===== src/rtl/seq_divider_pkg.sv =====
// Shared definitions for the sequential restoring divider.
// Holds the controller state encoding used by the top level.
package seq_divider_pkg;

  typedef enum logic [1:0] {
    ST_IDLE = 2'd0,
    ST_CALC = 2'd1,
    ST_FIX  = 2'd2
  } state_t;

endpackage


===== src/rtl/seq_divider_div_step.sv =====
// One restoring division step: shift the next dividend bit into the partial
// remainder, compare against the divisor and subtract when it fits.
module seq_divider_div_step
  import seq_divider_pkg::*;
#(
  parameter int WIDTH = 32
) (
  input  logic [WIDTH-1:0] rem,
  input  logic [WIDTH-1:0] q,
  input  logic [WIDTH-1:0] divisor,
  output logic [WIDTH-1:0] rem_next,
  output logic [WIDTH-1:0] q_next
);

  logic [WIDTH:0] shifted_s;
  logic           ge_s;

  // Shift/compare/subtract; the extra top bit keeps the compare exact when
  // the shifted remainder overflows WIDTH bits.
  always_comb begin
    shifted_s = {rem, q[WIDTH-1]};
    ge_s      = (shifted_s >= {1'b0, divisor});
    q_next    = {q[WIDTH-2:0], ge_s};
    if (ge_s) begin
      rem_next = shifted_s[WIDTH-1:0] - divisor;
    end else begin
      rem_next = shifted_s[WIDTH-1:0];
    end
  end

endmodule


===== src/rtl/seq_divider.sv =====
// Multi-cycle integer divider, one restoring step per clock, with signed mode,
// remainder output, divide-by-zero detection and a busy flag. WIDTH: 4..64.
module seq_divider
  import seq_divider_pkg::*;
#(
  parameter int WIDTH     = 32,
  parameter int SIGNED_EN = 1
) (
  input  logic             clk_i,
  input  logic             rst_i,
  input  logic [WIDTH-1:0] x_bi,
  input  logic [WIDTH-1:0] y_bi,
  input  logic             signed_i,
  input  logic             start_i,
  output logic [WIDTH-1:0] y_bo,
  output logic [WIDTH-1:0] r_bo,
  output logic             rdy_o,
  output logic             busy_o,
  output logic             dz_o
);

  localparam int CW = $clog2(WIDTH);

  state_t           state_r;
  state_t           state_s;
  logic             load_s;
  logic             step_s;
  logic             fix_s;
  logic             signed_s;
  logic             xneg_s;
  logic             yneg_s;
  logic             yzero_s;
  logic [WIDTH-1:0] xabs_s;
  logic [WIDTH-1:0] yabs_s;
  logic [WIDTH-1:0] rem_nxt_s;
  logic [WIDTH-1:0] q_nxt_s;
  logic [WIDTH-1:0] qfix_s;
  logic [WIDTH-1:0] rfix_s;
  logic [WIDTH-1:0] rem_r;
  logic [WIDTH-1:0] q_r;
  logic [WIDTH-1:0] div_r;
  logic [WIDTH-1:0] x_r;
  logic [CW-1:0]    cnt_r;
  logic             negq_r;
  logic             negr_r;
  logic             dz_r;

  // Operand magnitudes; MIN wraps onto itself, which is the correct magnitude
  // when read as unsigned.
  always_comb begin
    signed_s = (SIGNED_EN != 0) && signed_i;
    xneg_s   = signed_s & x_bi[WIDTH-1];
    yneg_s   = signed_s & y_bi[WIDTH-1];
    yzero_s  = (y_bi == {WIDTH{1'b0}});
    if (xneg_s) begin
      xabs_s = -x_bi;
    end else begin
      xabs_s = x_bi;
    end
    if (yneg_s) begin
      yabs_s = -y_bi;
    end else begin
      yabs_s = y_bi;
    end
  end

  // Sign fix-up of the magnitude result.
  always_comb begin
    if (negq_r) begin
      qfix_s = -q_r;
    end else begin
      qfix_s = q_r;
    end
    if (negr_r) begin
      rfix_s = -rem_r;
    end else begin
      rfix_s = rem_r;
    end
  end

  seq_divider_div_step #(
    .WIDTH(WIDTH)
  ) u_step (
    .rem      (rem_r),
    .q        (q_r),
    .divisor  (div_r),
    .rem_next (rem_nxt_s),
    .q_next   (q_nxt_s)
  );

  // State register.
  always_ff @(posedge clk_i) begin
    if (rst_i) begin
      state_r <= ST_IDLE;
    end else begin
      state_r <= state_s;
    end
  end

  // Next-state logic.
  always_comb begin
    state_s = state_r;
    case (state_r)
      ST_IDLE: begin
        if (start_i && yzero_s) begin
          state_s = ST_FIX;
        end else if (start_i) begin
          state_s = ST_CALC;
        end else begin
          state_s = ST_IDLE;
        end
      end
      ST_CALC: begin
        if (cnt_r == {CW{1'b0}}) begin
          state_s = ST_FIX;
        end else begin
          state_s = ST_CALC;
        end
      end
      ST_FIX:  state_s = ST_IDLE;
      default: state_s = ST_IDLE;
    endcase
  end

  // Datapath controls decoded from the state.
  always_comb begin
    load_s = 1'b0;
    step_s = 1'b0;
    fix_s  = 1'b0;
    case (state_r)
      ST_IDLE: load_s = start_i;
      ST_CALC: step_s = 1'b1;
      ST_FIX:  fix_s  = 1'b1;
      default: fix_s  = 1'b0;
    endcase
  end

  // Operand capture, iteration and result registers.
  always_ff @(posedge clk_i) begin
    if (rst_i) begin
      rem_r  <= {WIDTH{1'b0}};
      q_r    <= {WIDTH{1'b0}};
      div_r  <= {WIDTH{1'b0}};
      x_r    <= {WIDTH{1'b0}};
      cnt_r  <= {CW{1'b0}};
      negq_r <= 1'b0;
      negr_r <= 1'b0;
      dz_r   <= 1'b0;
      y_bo   <= {WIDTH{1'b0}};
      r_bo   <= {WIDTH{1'b0}};
      rdy_o  <= 1'b0;
      busy_o <= 1'b0;
      dz_o   <= 1'b0;
    end else if (load_s) begin
      rem_r  <= {WIDTH{1'b0}};
      q_r    <= xabs_s;
      div_r  <= yabs_s;
      x_r    <= x_bi;
      cnt_r  <= CW'(WIDTH - 1);
      negq_r <= xneg_s ^ yneg_s;
      negr_r <= xneg_s;
      dz_r   <= yzero_s;
      rdy_o  <= 1'b0;
      busy_o <= 1'b1;
      dz_o   <= 1'b0;
    end else if (step_s) begin
      rem_r <= rem_nxt_s;
      q_r   <= q_nxt_s;
      cnt_r <= cnt_r - CW'(1);
    end else if (fix_s) begin
      // Divide by zero reports all ones and hands back the raw dividend.
      if (dz_r) begin
        y_bo <= {WIDTH{1'b1}};
        r_bo <= x_r;
      end else begin
        y_bo <= qfix_s;
        r_bo <= rfix_s;
      end
      dz_o   <= dz_r;
      rdy_o  <= 1'b1;
      busy_o <= 1'b0;
    end else begin
      rdy_o <= rdy_o;
    end
  end

endmodule


===== config.mk =====
export PLATFORM = sky130hd
export DESIGN_NAME = seq_divider
export DESIGN_NICKNAME = d
export VERILOG_FILES = /design/src/rtl/seq_divider_pkg.sv /design/src/rtl/seq_divider_div_step.sv /design/src/rtl/seq_divider.sv
export SDC_FILE = /design/constraint.sdc
export NUM_CORES = 1
export LEC_CHECK = 0
export CAP_MARGIN = 20
export CORE_MARGIN = 2
export CORE_UTILIZATION = 53
export DETAILED_ROUTE_END_ITERATION = 10
export GPL_TIMING_DRIVEN = 0
export PLACE_DENSITY_LB_ADDON = 0.08
export SYNTH_ARGS = -nofsm -noshare
export SYNTH_HDL_FRONTEND = slang
export SYNTH_HIERARCHICAL = 1
export SYNTH_SLANG_ARGS = --single-unit

===== constraint.sdc =====
create_clock -name clk_i -period 3.1 [get_ports clk_i]
set_clock_uncertainty 0.05 [all_clocks]
set_input_delay 0.31 -clock clk_i [delete_from_list [all_inputs] [get_ports clk_i]]
set_output_delay 0.31 -clock clk_i [all_outputs]
set_load 0.01 [all_outputs]

# Yosys cells after proc, flatten, opt, wreduce, memory -nomap -nowiden
# Index checks and enable logic that the tools add are counted.
# classes
n_addsub	6
n_mul	0
div	0
magnitude_cmp	1
n_eq_ne	3
n_shift	0
n_mux	21
bitwise_logic	5
n_reduce_logical	10
# ops
operator	count
$mux W32	9
$neg A32 Y32	4
$ge A33 B32 Y1	1
$logic_not A32 Y1	1
$sub A32 B32 Y32	1
$mux W5	2
$mux W1	7
$logic_not A5 Y1	1
$sub A5 B1 Y5 const B	1
$mux W2	2
$pmux W2 S2	1
$reduce_and A2 Y1	2
$reduce_bool A2 Y1	2
$reduce_and A3 Y1	1
$and A1 B1 Y1	2
$eq A2 B1 Y1 const B	1
$eq A2 B2 Y1 const B	1
$logic_not A2 Y1	1
$ne A2 B2 Y1 const B	1
$not A1 Y1	2
$reduce_or A2 Y1	1
$logic_and A1 B1 Y1	1
$xor A1 B1 Y1	1
# totals
ff_bits	205
latchBits	0
ramBits	0
rom_bits	0
input_bits	68
word_cells	60
mem_count	0

# Logic depth before layout (Yosys ltp)
# Gate-level depths: netlist (run 1).
# logic_depth
ltp_word	5
depth_mapped	16

# Hierarchy
# Netlist (run 1), hierarchy kept.
# modules_own_cells
mod	n_inst	cells_each	area_per_inst_um2	seq_area_each_um2
seq_divider	1	1341	10666.5	4103.9
seq_divider_div_step	1	355	2571.2	0.0

# Worst setup path before layout (run 1)
# Ideal clock, no wire load.
# synth_path
kind	register to register
start	reg rem_r[9]
end	reg rem_r[30]
arrival_ns	2.812
slack_ns	0.106
stages_incl_launch_ff	16
n_path_buf	3
synth_period_minus_slack_ns	2.994
path_cell_list	dfxtp_1 -> ha_1 -> clkbuf_1 -> nand4_1 -> a211oi_1 -> or3_4 -> nor4b_4 -> o21ai_2 -> a31oi_4 -> o21a_4 -> inv_2 -> buf_6 -> buf_12 -> mux2_4 -> nand2_1 -> a21oi_1
# synth_via
elab_chain_len	2
word_cells_on_any_way	3
classes_between	1 x add/sub; 1 x order compare; 1 x mux
# synth_rtl
item	line_no	text
start, declared	seq_divider.sv:39	logic [WIDTH-1:0] rem_r;
start signal, assigned	seq_divider.sv:141	rem_r <= {WIDTH{1'b0}};
start signal, assigned	seq_divider.sv:155	rem_r <= {WIDTH{1'b0}};
start signal, assigned	seq_divider.sv:167	rem_r <= rem_nxt_s;
$ge A33 B32 Y1	seq_divider_div_step.sv:22	ge_s = (shifted_s >= {1'b0, divisor});
via u_step.ge_s	seq_divider_div_step.sv:16	logic ge_s;
$mux W32	seq_divider_div_step.sv:24	if (ge_s) begin
via rem_nxt_s[30]	seq_divider.sv:35	logic [WIDTH-1:0] rem_nxt_s;
# The timed path passes the listed nets, and every way through them passes these cells.
# A chain may end at the register's enable or synchronous reset.

# Final worst setup path (run 1)
# layout_path
start	reg div_r[1]
end	reg q_r[0]
# layout_via
elab_chain_len	3
# layout_rtl
item	line_no	text
start, declared	seq_divider.sv:41	logic [WIDTH-1:0] div_r;
start signal, assigned	seq_divider.sv:143	div_r <= {WIDTH{1'b0}};
start signal, assigned	seq_divider.sv:157	div_r <= yabs_s;
$ge A33 B32 Y1	seq_divider_div_step.sv:22	
via u_step.ge_s	seq_divider_div_step.sv:16	
$mux W32	seq_divider.sv:166	end else if (step_s) begin
$mux W32	seq_divider.sv:154	end else if (load_s) begin
end signal, assigned	seq_divider.sv:142	q_r <= {WIDTH{1'b0}};
end signal, assigned	seq_divider.sv:156	q_r <= xabs_s;
end signal, assigned	seq_divider.sv:168	q_r <= q_nxt_s;
end, declared	seq_divider.sv:40	logic [WIDTH-1:0] q_r;
# The timed path passes the listed nets, and every way through them passes these cells. The select of a mux whose other input is x is not followed.

==> run summary, run 1 <==
Max VDD drop = 0.397 mV
Nets@finish = 1,977
Worst path slowest cell = dfxtp_4
WL/cell = 21.0 µm
Top cell by count, worst path = buf_12
Setup crit end = q_r[0]
Initial antenna violation count = 1
Share of cells above drive strength 1 = 12.4%
Worst r2r path cells = 16
Worst Hold Slack = 395 ps
Largest cells by area after synthesis = dfxtp_1 31%, nand2_1 7.1%, a21oi_1 5.4%, xor2_1 4.7%, xnor2_1 4.0%
Vert. Die Dim = 162 µm
Failing checks = negative setup slack
Post-DP HPWL = 34,800 µm
Worst R2R Setup Slack = -120 ps
Post-synth top area cell = dfxtp_1
Hold-fix buffers, CTS = 0
Final hold vios = 0
DRT iter0 DRCs = 1,408
Cts bufs inserted = 24
Dpl cells = 2,153
Core box area = 0.0244 mm²
Clk_lat worst skew = 550 ps
Period utilisation layout = 104%
Post-DP Area = 0.0150 mm²
Worst setup startpoint = div_r[1]
Fmax = 310 MHz
Total track usage = 34.3%
Setup violations, final = 19
Die extent in x = 162 µm
Gr ovfl total = 0
Slowest Stage Delay on Critical Path = 360 ps
Area of the multi-input gates = 0.00844 mm²
I/O pin count = 135
Post-route ant nets = 0
Leakage = 6.07 nW
Final worst slack = -125 ps
Distinct cell type count after synthesis = 87
Largest net degree at the start of global routing = 13
Fillers = 2,141
Clk pin slew, worst setup/hold paths = 60 ps
Power Density = 464 mW/mm²
Ant diodes = 0
Worst-path cell chain = inv_2, ha_4, nor2b_4, o2111a_1, o211ai_1, nor4b_4, buf_4, o21ai_4, a31oi_4, o21a_4, inv_4, buf_12, buf_12, buf_6, a211oi_4, a211oi_2
Drt pass-1 iters = 5
Post-route DRC = 0
Clk sinks = 205
HP Class = in -> reg
Worst-Margin Slew = 1130 ps
RR Startpoint = div_r[1]
Synthesized instance count = 1,696
CP max FO = 5
Arrival @ worst endpoint = 3560 ps
Clk buf depth = 3
Vias = 13,400
Sequential-to-total area share from yosys stat = 31.0%
Synthesized flop and latch total = 205
MaxCap Viol Count = 0
WS Path Type = reg -> reg
Buffers on Ports = 133
Unrepaired setup endpoints after global routing = true
CTS tree = built
Main synth FF type = dfxtp_1
Worst r2r dst = q_r[0]
Crit path time final = 3220 ps
Outcome = finished with violations
Final Cell Area = 0.0163 mm²
Register area = 0.00413 mm²
Crit. End Element = register
Post-layout util = 66.9%
Slew Viols, Final = 0
Synth top area share = 31.0%
Critical Path RT = 3430 ps
Fin cells = 2,213
Synth Net Count = 1,802
FP Rows = 57
Number of synthesized flops with an enable pin = 0
Number of global-route vias before repair = 12,600
First-pass GRT wire length = 71,100 µm
CP startpoint kind = register
Die Area = 0.0263 mm²
Yosys warning total = 6
Mapped Area = 0.0132 mm²
Ys async rst share = 0%
Layout overhead on the synthesized area = 23.2%
Global placement routability congestion = 0.947
Slew HR = 24.6%
Starting density of the core = 54.3%
Vias per cell = 6.07
Final wirelength = 46,600 µm
H-Tree Depth = 1
CTS root buf = clkbuf_16
Mean Syn Cell Area = 7.81 µm²
synth_stat cells, types with 9 or more instances:
master and count:
or4_1 13, nand3_1 27, dfxtp_1 205, o41ai_1 21, ha_1 37, clkbuf_1 106, o21ai_0 54, a211oi_1 61
a21oi_1 143, nor3_1 33, nand2_1 252, o211ai_1 12, nor2_1 134, mux2_2 20, and3_1 15, xor2_1 71
nand4_1 15, a31oi_1 25, o22ai_1 27, nor4_1 25, buf_4 32, mux2_4 9, nor2b_1 11, nand2b_1 10
inv_1 65, a21o_1 11, nor3b_1 10, mux2i_1 32, o31ai_1 21, xnor2_1 60, or3_1 10
layout make-up:
type / count / share of cell area (%)
Multi-Input combinational cell: 1272 / 51.8
Inverter: 67 / 1.56
Tap cell: 324 / 2.49
Buffer: 147 / 4.60
Timing Repair Buffer: 154 / 9.36
Sequential cell: 205 / 25.4
Clock buffer: 36 / 4.51
Clock inverter: 8 / 0.353
state kept, by name, summed over array words and instances, names as in the netlist, 2 cells and up:
name and cells:
div_r 32, q_r 32, r_bo 32, rem_r 32
x_r 32, y_bo 32, cnt_r 5, state_r 2
cell families (layout without fill, tap and decap cells):
logic type	count (synthesis)	count (layout)	share of synthesized area, %
fa+ha+maj	38	38	3.65
mux	61	61	5.14
simple gates	597	597	21.4
buf+inv	219	412	7.57
flops	205	205	31.0
xor+xnor	131	131	8.67
compound gates	445	445	22.5
what timing repair did:
item / in CTS / in global routing
setup endpoints to repair: 30 / 30
pin swaps: 12 / 20
gates cloned: 0 / 1
setup buffers: 12 / 8
gates resized for setup: 42 / 51
through the flow:
step	worst slack [ps]	power (mW)	setup TNS (ps)
finish	-125	7.57	-1330
global route	-136	7.84	-2290
CTS	-16.6	7.46	-76.8
detailed placement	-437	4.59	-10510
global placement	-432	4.57	-9480
floorplan	106	4.04	0
critical path, delay by kind of cell (launching register included):
family	cells	cell delay, ps
simple gates	2	410
flops	1	360
fa+ha+maj	1	230
buf+inv	6	630
compound gates	7	1360
report_power, final:
part           internal, mW  total [mW]  switching [mW]
Sequential             2.78        2.93           0.151
Clock                  1.64        2.85            1.21
Combinational         0.731        1.79            1.06
Total                  5.15        7.57            2.42
metal layers:
metal  GRT usage [%]  share of wire, %  wire [µm]  up-vias
li1                -                 -          -     6377
met1            49.2                45      20900     6308
met2            52.9                43      20100      635
met3            4.67               8.3       3860      110
met4            11.9               3.5       1620        0
met5               0                 0          0        -
worst min path at each step:
stage	cells past startpoint	startpoint	endpoint
5_1_grt	3	x_bi[25]	x_r[25]
4_1_cts	3	x_bi[25]	x_r[25]
3_3_place_gp	2	div_r[19]	div_r[19]
2_1_floorplan	2	div_r[19]	div_r[19]
6_report	3	x_bi[25]	x_r[25]
3_5_place_dp	2	x_r[7]	x_r[7]
cell usage in the layout (no fill, tap or decap), drive strengths merged, types with 15 or more instances in the layout:
cell	netlist	layout
nand2	252	252
dfxtp	205	205
a21oi	144	144
clkbuf	106	139
nor2	135	135
clkdlybuf4s50	0	133
xor2	71	71
inv	66	66
buf	46	65
a211oi	61	61
xnor2	60	60
o21ai	56	56
ha	37	37
nor3	33	33
mux2i	32	32
mux2	29	29
nand3	27	27
o22ai	27	27
nor4	26	26
a31oi	26	26
o41ai	25	25
o31ai	23	23
or4	18	18
nand4	15	15
and3	15	15
(Power assumes the default switching activity.)
==> run 2: changes to the inputs <==
- CTS_CLUSTER_DIAMETER: not set -> 60
==> run summary, run 2 (same netlist as run 1, synthesis figures left out) <==
Outcome = finished with violations
Failing checks = negative setup slack
Final Cell Area = 0.0163 mm²
Final hold vios = 0
Max VDD drop = 0.399 mV
Worst r2r path cells = 16
Slew Viols, Final = 0
Cts bufs inserted = 25
Share of cells above drive strength 1 = 12.2%
Worst-Margin Slew = 1180 ps
Vert. Die Dim = 162 µm
P_sw = 2.45 mW
Nets@finish = 1,980
Commonest non-fill, non-tap cell in the layout = nand2_1
Final wirelength = 46,500 µm
CTS root buf = clkbuf_16
Starting density of the core = 54.3%
Buf+Inv Stages, Crit Path = 6
Post-Place Setup Slack = -437 ps
Final worst slack = -167 ps
Period utilisation layout = 105%
CP Depth = 16
Layout overhead on the synthesized area = 23.3%
Clk buf depth = 3
Overall power = 7.68 mW
Dpl cells = 2,153
Arrival @ worst endpoint = 3610 ps
Post-route ant nets = 0
Flop pwr share = 38.2%
H-Tree Depth = 1
Hold Crit Start = x_bi[25]
Hold Crit Depth = 3
HP Class = in -> reg
Slowest Stage Delay on Critical Path = 370 ps
Gr ovfl total = 0
Post-route setup TNS = -2160 ps
Worst-path cell chain = inv_2, ha_4, nor2b_4, o2111a_1, o211ai_1, nor4b_4, buf_4, o21ai_4, a31oi_4, o21a_4, inv_4, buf_12, buf_12, buf_6, a211oi_4, a211oi_2
Share of total power in the clock network = 38.5%
Post-DP Area = 0.0150 mm²
Total track usage = 34.3%
Unrepaired setup endpoints after global routing = true
First-pass GRT wire length = 71,300 µm
Clk sinks = 205
Global placement routability congestion = 0.947
Switching Share = 31.9%
Fmax = 306 MHz
Largest delay share family, worst path = compound AO/OA/AOI/OAI gates
Post-route DRC = 0
Vias per cell = 6.13
Drt pass-1 iters = 5
FP Rows = 57
Crit. End Element = register
Buffers on Ports = 133
Clk pin slew, worst setup/hold paths = 60 ps
MaxCap Viol Count = 0
Fin cells = 2,217
Int Pwr = 5.23 mW
Vias = 13,600
Die Area = 0.0263 mm²
WS Path Type = reg -> reg
Worst path slowest cell = dfxtp_4
Core box area = 0.0244 mm²
Largest net degree at the start of global routing = 14
Most frequent cells in the layout = 245 x nand2_1, 186 x dfxtp_1, 134 x a21oi_1
RR Startpoint = div_r[1]
Power Density = 470 mW/mm²
WL/cell = 21.0 µm
CTS tree = built
Slew HR = 21.4%
CP startpoint kind = register
Clk_lat worst skew = 550 ps
Hold-fix buffers, CTS = 0
Post-layout util = 66.9%
Setup violations, final = 22
Ant diodes = 0
Worst Hold Slack = 387 ps
Gate power share = 23.3%
Leakage = 6.09 nW
Post-DP HPWL = 34,800 µm
CP max FO = 5
DRT iter0 DRCs = 1,479
Initial antenna violation count = 1
Die extent in x = 162 µm
Crit path time final = 3270 ps
Critical Path RT = 3450 ps
Worst setup startpoint = div_r[1]
I/O pin count = 135
Number of global-route vias before repair = 12,700
Top cell by count, worst path = buf_12
-- run 2: tightest hold or removal path, stage by stage --
cell	delay [ps]
clkdlybuf4s50_1	460
nand2_1	110
a21oi_1	60
-- run 2: worst paths after layout --
| kind | to | slack [ps] |
|---|---|---|
| max | q_r[0] | -170 |
| max reg2reg | q_r[0] | -170 |
| min reg2reg | x_r[7] | 400 |
| min | x_r[25] | 390 |
-- run 2: repair_timing --
item	in CTS	in global routing
endpoints found under the setup margin	30	30
pin swaps	13	18
resized for setup	44	39
buffers inserted	14	8
gates cloned	0	1
-- run 2: routing by layer --
metal / part of all wire (%) / GRT usage [%] / routed length, µm
met1: 45 / 49.2 / 20800
met3: 8.4 / 4.42 / 3930
met4: 3.1 / 11.5 / 1440
met5: 0 / 0 / 0
met2: 44 / 53.5 / 20400
-- run 2: power by group through the flow --
stage	Combinational [mW]	Clock, mW	Sequential, mW
2_1_floorplan	1.10	0	2.94
3_3_place_gp	1.59	0	2.97
3_5_place_dp	1.61	0	2.98
4_1_cts	1.69	2.97	2.92
5_1_grt	1.92	3.08	2.95
6_report	1.79	2.95	2.93
-- run 2: layout make-up --
type,instances,area (µm²)
clock buffers,38,764
flip-flops and latches,205,4140
multi-input cells,1272,8410
repair buffers,156,1530
plain buffers,147,749
clock inverters,8,71.3
well taps,324,405
inverters,67,254
fillers,2141,8070
==> run 3: changes to the inputs <==
- CORE_MARGIN: 2 -> not set
- SLEW_MARGIN: not set -> 20
==> run summary, run 3 (same netlist as run 1, synthesis figures left out) <==
Crit. End Element = register
Clk pin slew, worst setup/hold paths = 60 ps
WL/cell = 20.9 µm
Vias per cell = 6.16
Gr ovfl total = 0
Commonest non-fill, non-tap cell in the layout = nand2_1
Worst-Margin Slew = 1160 ps
Drt pass-1 iters = 6
Slowest Stage Delay on Critical Path = 590 ps
Vias = 13,600
Slew Viols, Final = 0
Buffers on Ports = 133
Number of global-route vias before repair = 12,500
Total track usage = 35.0%
Core box area = 0.0244 mm²
Most frequent cells in the layout = 247 x nand2_1, 183 x dfxtp_1, 137 x a21oi_1
Fmax = 324 MHz
Worst Hold Slack = 402 ps
Share of cells above drive strength 1 = 12.1%
CP max FO = 9
MaxCap Viol Count = 0
Post-route DRC = 0
Die extent in x = 160 µm
FP Rows = 57
H-Tree Depth = 1
Outcome = complete, no violations
Clk sinks = 205
Final wirelength = 46,200 µm
Global placement routability congestion = 0.955
Cts bufs inserted = 27
Overall power = 7.90 mW
Vert. Die Dim = 160 µm
Initial antenna violation count = 1
Clk buf depth = 3
WS Path Type = reg -> reg
CP startpoint kind = register
CTS tree = built
Period utilisation layout = 99.4%
Clk_lat worst skew = 540 ps
Layout overhead on the synthesized area = 23.6%
Post-route ant nets = 0
CTS root buf = clkbuf_16
Slew HR = 23.0%
Worst-path cell chain = ha_1, a21o_1, a21o_1, a221oi_1, o2111ai_1, a31o_2, a21oi_1, xnor2_1, mux2_4, nand2_1, a21oi_1
Critical Path RT = 3440 ps
DRT iter0 DRCs = 1,364
Final hold vios = 0
Unrepaired setup endpoints after global routing = true
Starting density of the core = 54.3%
Post-layout util = 67.1%
Arrival @ worst endpoint = 3420 ps
Hold-fix buffers, CTS = 0
Largest net degree at the start of global routing = 13
Die Area = 0.0256 mm²
HP Class = reg -> reg
Post-DP HPWL = 34,400 µm
I/O pin count = 135
Setup violations, final = 0
Crit path time final = 3080 ps
Max VDD drop = 0.389 mV
Nets@finish = 1,976
First-pass GRT wire length = 70,800 µm
Leakage = 6.12 nW
Power Density = 483 mW/mm²
Worst path slowest cell = dfxtp_1
==> run 3: changes by cell type in the layout (fill, tap and decap cells not counted), sizes merged <==
cell | before | now
diode | 0 | 1
clkbuf | 141 | 137
inv | 69 | 70
buf | 67 | 63
bufinv | 0 | 2
clkinv | 6 | 8
==> run 3: worst paths after layout <==
path / startpoint / to / slack, ps / cells past startpoint
hold / removal: x_r[12] / x_r[12] / 400 / 2
setup / recovery: rem_r[20] / rem_r[28] / 20 / 11
hold reg to reg: x_r[12] / x_r[12] / 400 / 2
setup reg to reg: rem_r[20] / rem_r[28] / 20 / 11
==> run 3: critical path, delay by kind of cell, from the launching register on <==
kind,cells,cell delay [ps]
AOI/OAI and AO/OA,7,1510
DFF,1,590
adders and majority gates,1,390
muxes,1,260
xor gates and xnor gates,1,80
and+or+nand+nor,1,60
==> run 3: final cells by class <==
cell class / count / area (µm²)
fill: 2098 / 8030
antenna: 1 / 2.50
clock buffer: 36 / 769
sequential: 205 / 4140
clock inverter: 13 / 141
multi-input combinational: 1272 / 8370
inverter: 67 / 254
buffer: 144 / 734
timing repair buffer: 153 / 1540
tap: 324 / 405
==> run 3: per-stage QoR <==
step / TNS (ps) / cell area, µm² / instances / worst slack, ps
after global placement: -12000 / 15000 / 2153 / -457
after CTS: 0 / 16100 / 2208 / 0.704
final: 0 / 16400 / 2215 / 18.0
after detailed placement: -11880 / 15000 / 2153 / -487
after floorplan: 0 / 13200 / 1696 / 106
after global routing: -1060 / 16400 / 2215 / -75.9
==> run 3: timing repair <==
item,in CTS,in global routing
gates cloned,0,2
pin swaps,12,13
resized for setup,33,45
buffers inserted,9,9
endpoints found under the setup margin,30,30
==> run 3: layer usage <==
layer / global-route usage [%] / vias up / share of wire, %
met1: 49.1 / 6441 / 44
met3: 5.40 / 112 / 9.1
met2: 53.9 / 688 / 43
li1: - / 6393 / -
met5: 0 / - / 0
met4: 13.4 / 0 / 3.9
==> run 3: report_power, final <==
part | total (mW) | internal, mW | leakage, nW | switching [mW]
sequential | 2.93 | 2.78 | 1.68 | 0.149
combinational | 1.77 | 0.724 | 3.98 | 1.05
clock | 3.20 | 1.92 | 0.458 | 1.28
